File: src/rtl/can_sec_pkg.sv
// -----------------------------------------------------------------------------
// can_sec_pkg
// Shared constants and types for the CAN XL CANsec datapath.
//   AES_BLK_W : AES block width in bits
//   MAX_BLKS  : maximum number of 128-bit payload blocks per frame
//   ICV_W_DEF : default ICV width (MSBs of the final ciphertext)
//   CNT_W     : width of the block-count field
//   state_e   : ICV generator FSM states
// -----------------------------------------------------------------------------
package can_sec_pkg;

  localparam int AES_BLK_W = 128;
  localparam int MAX_BLKS  = 16;
  localparam int ICV_W_DEF = 64;
  localparam int CNT_W     = 5;

  typedef enum logic [1:0] {
    IDLE     = 2'd0,
    WAIT_BLK = 2'd1,
    ENC      = 2'd2,
    HOLD     = 2'd3
  } state_e;

endpackage

File: src/rtl/tx_icv_gen.sv
// -----------------------------------------------------------------------------
// tx_icv_gen
// Transmit-side CBC-MAC ICV generator. Each payload block is XORed with the
// previous ciphertext (zero for the first block) and handed to an external
// AES-128 engine; the MSBs of the final ciphertext become the ICV.
//
// Ports
//   clk, g_rst        : clock, asynchronous active-high reset
//   tx_start          : one-cycle start pulse (sampled only in IDLE)
//   blk_count         : blocks in this frame, legal 1..MAX_BLKS
//   key               : AES key, latched on an accepted tx_start
//   blk_data/valid    : payload block input
//   blk_ready         : high in WAIT_BLK
//   aes_start         : one-cycle request to the AES engine
//   aes_key, aes_din  : latched key and registered block^chain
//   aes_dout/aes_done : ciphertext and its one-cycle completion strobe
//   tx_abort          : cancels any computation in progress
//   icv, icv_valid    : result, valid held until icv_ack
//   icv_ack           : result consumed
//   busy              : state != IDLE
//   err               : one-cycle pulse on an illegal blk_count
//   dbg_state         : current FSM state, for observation
//
// Handshake: a block transfers on a rising clk edge where blk_valid and
// blk_ready are both high. blk_valid may be raised at any time; blk_ready
// does not depend on blk_valid. A block offered outside WAIT_BLK is left
// untouched and is taken once WAIT_BLK is reached, if still offered.
// -----------------------------------------------------------------------------
module tx_icv_gen
  import can_sec_pkg::*;
#(
  parameter int ICV_W    = ICV_W_DEF,
  parameter int MAX_BLKS = can_sec_pkg::MAX_BLKS
) (
  input  logic                 clk,
  input  logic                 g_rst,
  input  logic                 tx_start,
  input  logic [CNT_W-1:0]     blk_count,
  input  logic [AES_BLK_W-1:0] key,
  input  logic [AES_BLK_W-1:0] blk_data,
  input  logic                 blk_valid,
  output logic                 blk_ready,
  output logic                 aes_start,
  output logic [AES_BLK_W-1:0] aes_key,
  output logic [AES_BLK_W-1:0] aes_din,
  input  logic [AES_BLK_W-1:0] aes_dout,
  input  logic                 aes_done,
  input  logic                 tx_abort,
  output logic [ICV_W-1:0]     icv,
  output logic                 icv_valid,
  input  logic                 icv_ack,
  output logic                 busy,
  output logic                 err,
  output logic [1:0]           dbg_state
);

  localparam logic [1:0] ST_IDLE     = IDLE;
  localparam logic [1:0] ST_WAIT_BLK = WAIT_BLK;
  localparam logic [1:0] ST_ENC      = ENC;
  localparam logic [1:0] ST_HOLD     = HOLD;

  logic [1:0]           r_state;
  logic [AES_BLK_W-1:0] r_chain;
  logic [CNT_W-1:0]     r_remaining;
  logic [AES_BLK_W-1:0] r_key;
  logic [AES_BLK_W-1:0] r_din;
  logic                 r_aes_start;
  logic [ICV_W-1:0]     r_icv;
  logic                 r_icv_valid;
  logic                 r_err;

  logic w_blk_ready;
  logic w_accept;
  logic w_cnt_ok;
  logic w_abort;

  assign w_blk_ready = (r_state == ST_WAIT_BLK);
  assign w_accept    = blk_valid & w_blk_ready;
  assign w_cnt_ok    = (blk_count != '0) && (int'(blk_count) <= MAX_BLKS);
  // Abort only has an effect once a computation is in flight.
  assign w_abort     = tx_abort && (r_state != ST_IDLE);

  always_ff @(posedge clk or posedge g_rst) begin
    if (g_rst) begin
      r_state     <= ST_IDLE;
      r_chain     <= '0;
      r_remaining <= '0;
      r_key       <= '0;
      r_din       <= '0;
      r_aes_start <= 1'b0;
      r_icv       <= '0;
      r_icv_valid <= 1'b0;
      r_err       <= 1'b0;
    end else begin
      // Both strobes are single-cycle by construction.
      r_aes_start <= 1'b0;
      r_err       <= 1'b0;

      if (w_abort) begin
        // Dropping to IDLE also makes any late aes_done harmless.
        r_state     <= ST_IDLE;
        r_icv_valid <= 1'b0;
        r_chain     <= '0;
        r_remaining <= '0;
      end else begin
        case (r_state)
          ST_IDLE: begin
            if (tx_start && !tx_abort) begin
              if (w_cnt_ok) begin
                r_chain     <= '0;
                r_remaining <= blk_count;
                r_key       <= key;
                r_state     <= ST_WAIT_BLK;
              end else begin
                r_err <= 1'b1;
              end
            end
          end

          ST_WAIT_BLK: begin
            if (w_accept) begin
              r_din       <= blk_data ^ r_chain;
              r_aes_start <= 1'b1;
              r_state     <= ST_ENC;
            end
          end

          ST_ENC: begin
            if (aes_done) begin
              r_chain     <= aes_dout;
              r_remaining <= r_remaining - 1'b1;
              if (r_remaining == 5'd1) begin
                r_icv       <= aes_dout[AES_BLK_W-1 -: ICV_W];
                r_icv_valid <= 1'b1;
                r_state     <= ST_HOLD;
              end else begin
                r_state <= ST_WAIT_BLK;
              end
            end
          end

          ST_HOLD: begin
            // icv itself is left untouched so the last result stays readable.
            if (icv_ack) begin
              r_icv_valid <= 1'b0;
              r_state     <= ST_IDLE;
            end
          end

          default: r_state <= ST_IDLE;
        endcase
      end
    end
  end

  assign blk_ready = w_blk_ready;
  assign aes_start = r_aes_start;
  assign aes_key   = r_key;
  assign aes_din   = r_din;
  assign icv       = r_icv;
  assign icv_valid = r_icv_valid;
  assign busy      = (r_state != ST_IDLE);
  assign err       = r_err;
  assign dbg_state = r_state;

endmodule

File: config.mk
export PLATFORM = sky130hd
export DESIGN_NAME = tx_icv_gen
export DESIGN_NICKNAME = d
export VERILOG_FILES = /design/src/rtl/can_sec_pkg.sv /design/src/rtl/tx_icv_gen.sv
export SDC_FILE = /design/constraint.sdc
export NUM_CORES = 1
export LEC_CHECK = 0
export CAP_MARGIN = 20
export CORE_AREA = 8 8 274 276
export CTS_CLUSTER_DIAMETER = 40
export DETAILED_ROUTE_END_ITERATION = 10
export DIE_AREA = 0 0 282 284
export PLACE_DENSITY = 0.52
export SETUP_SLACK_MARGIN = 0.15
export SKIP_LAST_GASP = 1
export SLEW_MARGIN = 30
export SYNTH_ARGS = -nofsm -noshare
export SYNTH_HDL_FRONTEND = slang
export SYNTH_SLANG_ARGS = --single-unit
File: constraint.sdc
create_clock -name clk -period 18.76 [get_ports clk]
set_input_delay 2.814 -clock clk [delete_from_list [all_inputs] [get_ports clk]]
set_output_delay 2.814 -clock clk [all_outputs]
set_load 0.02 [all_outputs]
==> impl_metrics.yaml <==
clock_tree:
  ctsHtreeMaxLevel: 3
  numCtsBuffers: 91
  cts_buffer_depth: 3
  cts.sink_count: 458
  cts_tree: "yes"
  post_cts_resized: 0
  postCtsSetupRepairBufs: 0
  hold_buffers: 0
  path_clk_slew_ns: 0.05
  root_buffer: "clkbuf_16"
  clkLatencyLatePin_ns: 0.61
grt:
  antenna_found_initial: 36
  grt_max_degree: 140
  track_usage: 0.172
  grt_pass1_vias: 15113
  grt_overflow: 0
  grt_pass1_wl_um: 104000
setup_path:
  required_ns: 19.29
  crit_fanout: 57
  start_kind: "primary input"
  reg2reg_to: "r_chain[72]$_DFFE_PP0P_"
  crit_start: "tx_abort"
  max_stage_delay_ns: 0.94
  rrSetupSlack_ns: 15.56
  arrival_ns: 6.23
  timing_worst_setup_path_type: "primary input to flop"
  endpoint_kind: "flop"
  slowest_stage: "clkdlybuf4s50_1"
  path_cells: "clkdlybuf4s50_1 -> nor4bb_1 -> mux2i_1 -> a21o_4 -> buf_12 -> buf_4 -> a32o_1"
  worst_r2r_path_depth: 6
  reg2reg_from: "dbg_state[1]$_DFFE_PP0P_"
  crit_end: "r_chain[72]$_DFFE_PP0P_"
timing:
  fin_ws_ns: 13.06
  slew_violations: 0
  fin_setup_tns_ns: 0
  hold_viol: 0
  min_period_ns: 5.70
  post-route-period-util: 0.304
  fmax_ghz: 0.175
  worst_slew_pin_slew_ns: 0.951
  setup_violations: 0
  slew-limit-headroom: 0.366
  rsz0062_at_grt: "no"
  skew_ns: 0.0202
floorplanning:
  core-area_um2: 70800
  die_h_um: 284
  rows: 98
  num_io_pins: 723
  die_w_um: 282
  start_util: 0.256
  dieArea_um2: 80100
synthesis:
  synth_fa_ha_area_frac: 0.00138
  yosysTopAreaCell: "dfrtp_1"
  ys_seq_area_frac: 0.633
  synth_area_per_cell_um2: 13.6
  synthTopCellsByArea: "dfrtp_1 (63%), mux2_2 (12%), a32o_1 (7.1%)"
  synth_simple_gate_area_frac: 0.0401
  synth_common_cells: "dfrtp_1 (458), mux2_2 (188), a21oi_1 (137)"
  ys_warn_count: 0
  synthMuxAreaShare: 0.120
  synth-compound-area-share: 0.114
  synth_ff_type: "dfrtp_1"
  postSynthRegisterBits: 458
  synth_top_area_frac: 0.633
  syn_nets: 1726
  yosys.area_share.xor_xnor: 0.0624
  syn_inst: 1328
  synth_top_family_by_area: "multiplexers"
  synthDistinctLibCells: 39
  yosysMostFrequentCell: "dfrtp_1"
  synthArstFlopShare: 1.00
  synth_edf_count: 0
  synth_area_um2: 18100
power:
  cellPowerDensity_nw_per_um2: 153
  max-vdd-ir-drop_mv: 0.105
  leakagePower_nw: 12.3
  power_w: 0.00453
detailed_routing:
  drc: 0
  wire_per_inst_um: 23.0
  firstDrtPassIters: 6
  drtIter0Drc: 652
  viasPerCell: 4.47
  ant_nets: 0
  vias: 13901
  wirelength_um: 71300
placement:
  gp_congestion: 0.784
  pre_cts_ws_ns: 12.02
  hpwl_um: 52500
  dp_cells: 2919
  place_area_um2: 26200
  io_buffers: 722
final_layout:
  area_growth_pct: 63.8
  nNetsFinal: 2462
  drive_gt1_frac: 0.175
  final_cells: 3107
  design_area_um2: 29700
status:
  status: "finished clean"
job:
  drv_cap: 0
min_path:
  hp-class: "flop to flop"
[where the power goes]
group	leakage [nW]	total [W]	switching, W	internal [W]
Combinational	4.94	0.00135	0.000688	0.000659
Clock	1.63	0.00178	0.000572	0.00121
Sequential	5.75	0.00141	0.000152	0.00125
Total	12.3	0.00453	0.00141	0.00312
[placed cells by master, fill, tap and decap left out, types with 7 or more instances in the layout]
master and n:
a21oi_1 137, a32o_1 128, buf_4 10, bufinv_16 20, clkbuf_1 7, clkbuf_16 93, clkdlybuf4s50_1 722, clkinv_2 14
clkinv_4 8, clkinvlp_4 9, dfrtp_1 458, diode_2 17, inv_6 10, mux2_2 188, nand2_1 7, nor2_1 133
xnor2_1 129
[sequential cells by signal, summed over array words and instances (netlist names)]
signal / flops
aes_start: 1
icv: 64
r_remaining: 5
err: 1
aes_din: 128
icv_valid: 1
r_chain: 128
dbg_state: 2
aes_key: 128
[stage by stage]
| step | util | hold WS, ns |
|---|---|---|
| 6_report | 0.419 | 0.499 |
| 4_1_cts | 0.418 | 0.504 |
| 2_1_floorplan | - | 0.498 |
| 3_3_place_gp | 0.370 | 0.481 |
| 3_5_place_dp | 0.370 | 0.484 |
| 5_1_grt | 0.419 | 0.514 |
[worst max-delay path: cells and delay by family]
family / cells / cell delay [ns]
buf+inv: 3 / 1.87
compound gates: 2 / 0.79
mux: 1 / 0.51
simple gates: 1 / 0.13
[area by class of cell]
type                            count  area [um^2]
Tap cell                          950         1190
Fill cell                        6636        41100
Antenna cell                       17         42.5
Sequential cell                   458        11500
Clock buffer                      104         2410
Multi-Input combinational cell    769         6170
Inverter                            6         35.0
Timing Repair Buffer              738         7390
Clock inverter                     65          973
[metal layers]
| layer | GRT usage | share of wire | up-vias |
|---|---|---|---|
| li1 | - | - | 6305 |
| met1 | 0.183 | 0.35 | 6841 |
| met2 | 0.289 | 0.49 | 567 |
| met3 | 0.0821 | 0.12 | 154 |
| met4 | 0.0743 | 0.033 | 34 |
| met5 | 0 | 0.0032 | - |
[cells by family after synthesis]
group / count (synthesis)
flip-flops: 458
XOR/XNOR: 129
buffers and inverters: 101
multiplexers: 193
AO/OA/AOI/OAI: 278
AND/OR/NAND/NOR: 167
adder cells (fa/ha/maj): 2
[how the worst min path moves through the flow]
stage	start	endpoint	slack, ns	cells past startpoint
global route	aes_key[25]$_DFFE_PP0P_	aes_key[25]$_DFFE_PP0P_	0.51	1
global placement	icv[0]$_DFFE_PP0P_	icv[0]$_DFFE_PP0P_	0.48	1
detailed placement	icv[0]$_DFFE_PP0P_	icv[0]$_DFFE_PP0P_	0.48	1
CTS	aes_key[30]$_DFFE_PP0P_	aes_key[30]$_DFFE_PP0P_	0.50	1
floorplan	r_remaining[4]$_DFFE_PP0P_	r_remaining[4]$_DFFE_PP0P_	0.50	2
finish	icv[23]$_DFFE_PP0P_	icv[23]$_DFFE_PP0P_	0.50	1
No activity file was read; power rests on OpenSTA's default activity.
